**src/rtl/led_pattern_sequencer.sv**
```systemverilog
// Plays a loadable table of LED on/off patterns, each with its own PWM duty, in a loop at a fixed step rate.
// Build option: define LED_ACTIVE_LOW_EN to drive the LED pins inverted (idle/reset value all-ones).
module led_pattern_sequencer #(
   parameter int unsigned NUM_LEDS = 3,
   parameter int unsigned DEPTH    = 8,
   parameter int unsigned STEP_DIV = 4194304,
   parameter int unsigned PWM_BITS = 4
) (
   input  logic                       clk,
   input  logic                       rst,
   input  logic                       cfg_valid,
   output logic                       cfg_ready,
   input  logic [NUM_LEDS-1:0]        cfg_pattern,
   input  logic [PWM_BITS-1:0]        cfg_duty,
   input  logic                       cfg_last,
   input  logic                       enable,
   output logic [NUM_LEDS-1:0]        LED,
   output logic                       busy,
   output logic [$clog2(DEPTH)-1:0]   step_idx
);

   localparam int unsigned IDX_W   = $clog2(DEPTH);
   localparam int unsigned LEN_W   = IDX_W + 1;
   localparam int unsigned DIV_W   = $clog2(STEP_DIV);
   localparam int unsigned PWM_TOP = (2 ** PWM_BITS) - 2;

`ifdef LED_ACTIVE_LOW_EN
   localparam logic [NUM_LEDS-1:0] LED_IDLE = '1;
`else
   localparam logic [NUM_LEDS-1:0] LED_IDLE = '0;
`endif

   typedef enum logic [1:0] {
      IDLE = 2'd0,
      LOAD = 2'd1,
      RUN  = 2'd2
   } state_t;

   state_t               state_q,    state_d;
   logic                 loaded_q,   loaded_d;
   logic [IDX_W-1:0]     wr_ptr_q,   wr_ptr_d;
   logic [LEN_W-1:0]     length_q,   length_d;
   logic [DIV_W-1:0]     div_cnt_q,  div_cnt_d;
   logic [PWM_BITS-1:0]  pwm_cnt_q,  pwm_cnt_d;
   logic [IDX_W-1:0]     step_idx_q, step_idx_d;
   logic [NUM_LEDS-1:0]  led_q,      led_d;
   logic                 cfg_ready_q;
   logic                 busy_q;

   logic [NUM_LEDS-1:0]  pattern_q [DEPTH];
   logic [PWM_BITS-1:0]  duty_q    [DEPTH];

   logic                 xfer_c;
   logic                 wr_en_c;
   logic [IDX_W-1:0]     wr_idx_c;
   logic                 pwm_on_c;
   logic [NUM_LEDS-1:0]  led_raw_c;

   assign xfer_c    = cfg_valid & cfg_ready_q;
   assign pwm_on_c  = (pwm_cnt_q < duty_q[step_idx_q]);
   assign led_raw_c = pattern_q[step_idx_q] & {NUM_LEDS{pwm_on_c}};

   // Next-state: sequence loading, playback timing and LED drive value.
   always_comb begin
      state_d    = state_q;
      loaded_d   = loaded_q;
      wr_ptr_d   = wr_ptr_q;
      length_d   = length_q;
      div_cnt_d  = div_cnt_q;
      pwm_cnt_d  = pwm_cnt_q;
      step_idx_d = step_idx_q;
      led_d      = LED_IDLE;
      wr_en_c    = 1'b0;
      wr_idx_c   = '0;

      case (state_q)
         IDLE: begin
            if (xfer_c) begin
               // Any accepted entry here starts a fresh sequence at index 0.
               wr_en_c  = 1'b1;
               wr_idx_c = '0;
               if (cfg_last) begin
                  length_d = LEN_W'(1);
                  loaded_d = 1'b1;
               end else begin
                  loaded_d = 1'b0;
                  wr_ptr_d = IDX_W'(1);
                  state_d  = LOAD;
               end
            end else if (enable && loaded_q) begin
               state_d    = RUN;
               step_idx_d = '0;
               div_cnt_d  = '0;
               pwm_cnt_d  = '0;
            end
         end

         LOAD: begin
            if (xfer_c) begin
               wr_en_c  = 1'b1;
               wr_idx_c = wr_ptr_q;
               wr_ptr_d = wr_ptr_q + IDX_W'(1);
               if (cfg_last || (wr_ptr_q == IDX_W'(DEPTH - 1))) begin
                  length_d = LEN_W'(wr_ptr_q) + LEN_W'(1);
                  loaded_d = 1'b1;
                  state_d  = IDLE;
               end
            end
         end

         RUN: begin
            if (!enable) begin
               state_d = IDLE;
            end else begin
`ifdef LED_ACTIVE_LOW_EN
               led_d = ~led_raw_c;
`else
               led_d = led_raw_c;
`endif
               if (pwm_cnt_q == PWM_BITS'(PWM_TOP)) begin
                  pwm_cnt_d = '0;
               end else begin
                  pwm_cnt_d = pwm_cnt_q + PWM_BITS'(1);
               end

               if (div_cnt_q == DIV_W'(STEP_DIV - 1)) begin
                  div_cnt_d = '0;
                  if ((LEN_W'(step_idx_q) + LEN_W'(1)) == length_q) begin
                     step_idx_d = '0;
                  end else begin
                     step_idx_d = step_idx_q + IDX_W'(1);
                  end
               end else begin
                  div_cnt_d = div_cnt_q + DIV_W'(1);
               end
            end
         end

         default: begin
            state_d = IDLE;
         end
      endcase
   end

   // Control and output registers.
   always_ff @(posedge clk) begin
      if (rst) begin
         state_q     <= IDLE;
         loaded_q    <= 1'b0;
         wr_ptr_q    <= '0;
         length_q    <= '0;
         div_cnt_q   <= '0;
         pwm_cnt_q   <= '0;
         step_idx_q  <= '0;
         led_q       <= LED_IDLE;
         cfg_ready_q <= 1'b1;
         busy_q      <= 1'b0;
      end else begin
         state_q     <= state_d;
         loaded_q    <= loaded_d;
         wr_ptr_q    <= wr_ptr_d;
         length_q    <= length_d;
         div_cnt_q   <= div_cnt_d;
         pwm_cnt_q   <= pwm_cnt_d;
         step_idx_q  <= step_idx_d;
         led_q       <= led_d;
         cfg_ready_q <= (state_d != RUN);
         busy_q      <= (state_d == RUN);
      end
   end

   // Pattern table; contents are don't-care after reset, so no reset here.
   always_ff @(posedge clk) begin
      if (wr_en_c && !rst) begin
         pattern_q[wr_idx_c] <= cfg_pattern;
         duty_q[wr_idx_c]    <= cfg_duty;
      end
   end

   assign cfg_ready = cfg_ready_q;
   assign busy      = busy_q;
   assign step_idx  = step_idx_q;
   assign LED       = led_q;

endmodule

```
**config.mk**
```make
export PLATFORM = sky130hd
export DESIGN_NAME = led_pattern_sequencer
export DESIGN_NICKNAME = d
export VERILOG_FILES = /design/src/rtl/led_pattern_sequencer.sv
export SDC_FILE = /design/constraint.sdc
export NUM_CORES = 1
export LEC_CHECK = 0
export ABC_AREA = 0
export CAP_MARGIN = 20
export CELL_PAD_IN_SITES_DETAIL_PLACEMENT = 2
export CELL_PAD_IN_SITES_GLOBAL_PLACEMENT = 2
export CORE_MARGIN = 2
export CORE_UTILIZATION = 40
export DETAILED_ROUTE_END_ITERATION = 16
export PLACE_DENSITY_LB_ADDON = 0.1
export SLEW_MARGIN = 10
export SYNTH_ARGS = -nofsm -noshare
export SYNTH_HDL_FRONTEND = slang
export SYNTH_SLANG_ARGS = --single-unit
```
**constraint.sdc**
```tcl
create_clock -name clk -period 3.17 [get_ports clk]
set_input_delay 0.317 -clock clk [delete_from_list [all_inputs] [get_ports clk]]
set_output_delay 0.317 -clock clk [all_outputs]
set_load 0.05 [all_outputs]
```
==> summary.md <==
| Metric | Value |
|---|---|
| H-tree depth | `3` |
| DP Worst Slack | `0.544 ns` |
| TritonCTS buffer count | `9` |
| Total power | `0.00262 W` |
| Fmax achieved | `371 MHz` |
| Largest cells by area after synthesis | `edfxtp_1 (37%), dfxtp_1 (21%), mux4_2 (7.0%), mux2i_1 (3.3%), nor2_1 (3.3%)` |
| Post-Syn Area | `4520 um2` |
| Post-CTS Setup Repair Bufs | `0` |
| Post-Synthesis Net Count | `390` |
| RD Place Congestion | `0.746` |
| Root Buffer | `clkbuf_16` |
| Post-synthesis sequential area ratio | `0.581` |
| Vias | `3154` |
| Vias in the first global route | `3518` |
| Worst hold-check path type | `flip-flop to flip-flop` |
| Hold Path Stages | `2` |
| Filler cells | `1102` |
| Syn_area_per_cell | `12.2 um2` |
| CTS Buffer Depth | `2` |
| Cell taking the most area after synthesis | `edfxtp_1` |
| Initial antenna violation count | `0` |
| Hpwl dp | `8.96 mm` |
| Core ar. | `10900 um2` |
| Most common cell after layout, fill and taps aside | `edfxtp_1` |
| CP Class | `flip-flop to flip-flop` |
| Post-synth EDFFs | `56` |
| Post-synth ARST share | `0` |
| Fin crit period | `2.69 ns` |
| Relative slew margins | `0.488` |
| Min-delay src | `div_cnt_q[1]` |
| Worst setup EP type | `flip-flop` |
| CP max FO | `7` |
| Max_cap viols | `0` |
| Die Footprint | `12200 um2` |
| Fin nets | `423` |
| Final period util | `0.850` |
| Worst endpoint data arrival time | `2.96 ns` |
| CTS tree | `built` |
| Final instance area | `5230 um2` |
| Setup TNS | `0 ns` |
| Worst-Skew Late Latency | `0.35 ns` |
| Number of vias per cell | `5.77` |
| R2R depth | `7` |
| Placed cell area | `4940 um2` |
| Power Dens Cells | `501 nW/um2` |
| CP required | `3.44 ns` |
| Register area | `2620 um2` |
| N_diodes | `0` |
| Hold Buf Count CTS | `0` |
| Flops & latches, synth | `103` |
| Pre-Repair DR Iteration Count | `4` |
| Area Growth Syn to Fin | `15.9%` |
| Largest net degree at the start of global routing | `23` |
| RSZ-0062 raised after global routing | `false` |
| Final ANT Viol Nets | `0` |
| Clk_skew | `0.00776 ns` |
| Final Hold Vio Count | `0` |
| Total Wirelength | `12.5 mm` |
| P_leak | `1.68 nW` |
| Internal reg-to-reg setup slack | `0.48 ns` |
| Yosys warnings | `0` |
| DRT iter0 DRCs | `202` |
| Post_cts resized | `0` |
| First-pass GRT wire length | `20.1 mm` |
| Wirelength per Cell | `22.8 um` |
| Reg clk slew, reported paths | `0.07 ns` |
| Initial Util | `0.413` |
| Main synth FF type | `edfxtp_1` |
| Final hold slack | `0.502 ns` |
| Nature of the critical path startpoint | `flip-flop` |
| Worst Hold End | `div_cnt_q[1]` |
| Die span in x | `110 um` |
| Slack of the critical path | `0.476 ns` |
| Sink Count | `103` |
| Synth top area share | `0.372` |
| GRT Total Usage | `0.228` |
| DRC | `0` |
| Worst-Margin Slew | `0.767 ns` |
| I/O pin cnt | `20` |
| Yosys cell types | `55` |
| Share of layout cells above drive strength 1 | `0.135` |
| Status | `finished clean` |
| Port Buf Inserts | `19` |
| Die height | `110 um` |
| Highest-count cells in the layout ignoring fill and taps | `edfxtp_1 (56), dfxtp_1 (47), nor2_1 (40)` |
| Footprint of the multi-input gates | `1790 um2` |
| FP Rows | `38` |
| Fin. max-slew vios | `0` |
| Mapped Cells | `369` |
| Overflow left after global routing | `0` |
| VDD IR max | `0.313 mV` |
| Crit Reg-Reg Endpoint | `LED[1]` |
| Final Setup Violations | `0` |
==> worst max path at each step <==
stage,from,cells past startpoint,end,slack [ns]
global placement,flip-flop,7,LED[2],0.87
CTS,flip-flop,7,LED[1],0.48
finish,flip-flop,7,LED[1],0.48
global route,flip-flop,7,LED[1],0.32
detailed placement,flip-flop,7,LED[1],0.54
floorplan,flip-flop,8,LED[0],0.67
==> final cells by class <==
type	instances	area share
flip-flops and latches	103	0.501
multi-input cells	245	0.343
clock buffers	9	0.0430
inverters	7	0.00502
repair buffers	36	0.0607
clock inverters	7	0.0139
well taps	140	0.0335
==> logic make-up (layout without fill, tap and decap cells) <==
| logic type | count (synthesis) | after routing | synth area share |
|---|---|---|---|
| buffers and inverters | 21 | 59 | 0.0219 |
| AND/OR/NAND/NOR | 140 | 140 | 0.164 |
| adder cells (fa/ha/maj) | 9 | 9 | 0.0249 |
| multiplexers | 29 | 29 | 0.103 |
| AO/OA/AOI/OAI | 56 | 56 | 0.0837 |
| flip-flops | 103 | 103 | 0.581 |
| XOR/XNOR | 11 | 11 | 0.0213 |
==> power by group <==
part / switching, W / leakage, nW / total [W] / internal [W]
Combinational: 0.0000617 / 0.648 / 0.0000996 / 0.0000379
Clock: 0.000537 / 0.149 / 0.00110 / 0.000559
Sequential: 0.00000899 / 0.885 / 0.00142 / 0.00141
==> synthesized netlist by cell type, types with 5 or more instances <==
cell / count
or3_1: 9
dfxtp_1: 47
o21ai_0: 8
nor3_1: 12
and2_1: 8
a31oi_1: 7
nand4_1: 13
a21oi_1: 17
clkbuf_1: 8
nand3_1: 10
xnor2_1: 5
edfxtp_1: 56
ha_1: 9
xor2_1: 6
mux2i_1: 15
inv_1: 7
nand2_1: 20
mux4_2: 14
nor2_1: 40
==> sequential cells by signal (all words and copies together) (netlist names), named ones only <==
name,cells
duty_q,32
pattern_q,24
div_cnt_q,22
length_q,4
pwm_cnt_q,4
LED,3
step_idx,3
wr_ptr_q,3
state_q,2
busy,1
cfg_ready,1
loaded_q,1
==> critical path, cell delays in order (launching register included) <==
cell,delay (ns)
dfxtp_1,0.35
buf_4,0.21
mux4_2,0.52
mux2i_1,0.22
ha_1,0.30
a2111oi_0,0.53
o21ai_0,0.30
nor2_1,0.20
==> stage by stage <==
step,utilization,cells
2_1_floorplan,-,369
3_3_place_gp,0.451,531
3_5_place_dp,0.451,531
4_1_cts,0.479,547
5_1_grt,0.479,547
6_report,0.479,547
==> per-layer routing <==
metal / track usage / share of wire / vias up
li1: - / - / 1465
met1: 0.297 / 0.46 / 1629
met2: 0.389 / 0.50 / 42
met3: 0.0412 / 0.029 / 18
met4: 0.0643 / 0.018 / 0
met5: 0 / 0 / -
Note: power is estimated with default switching activity, not from simulation.
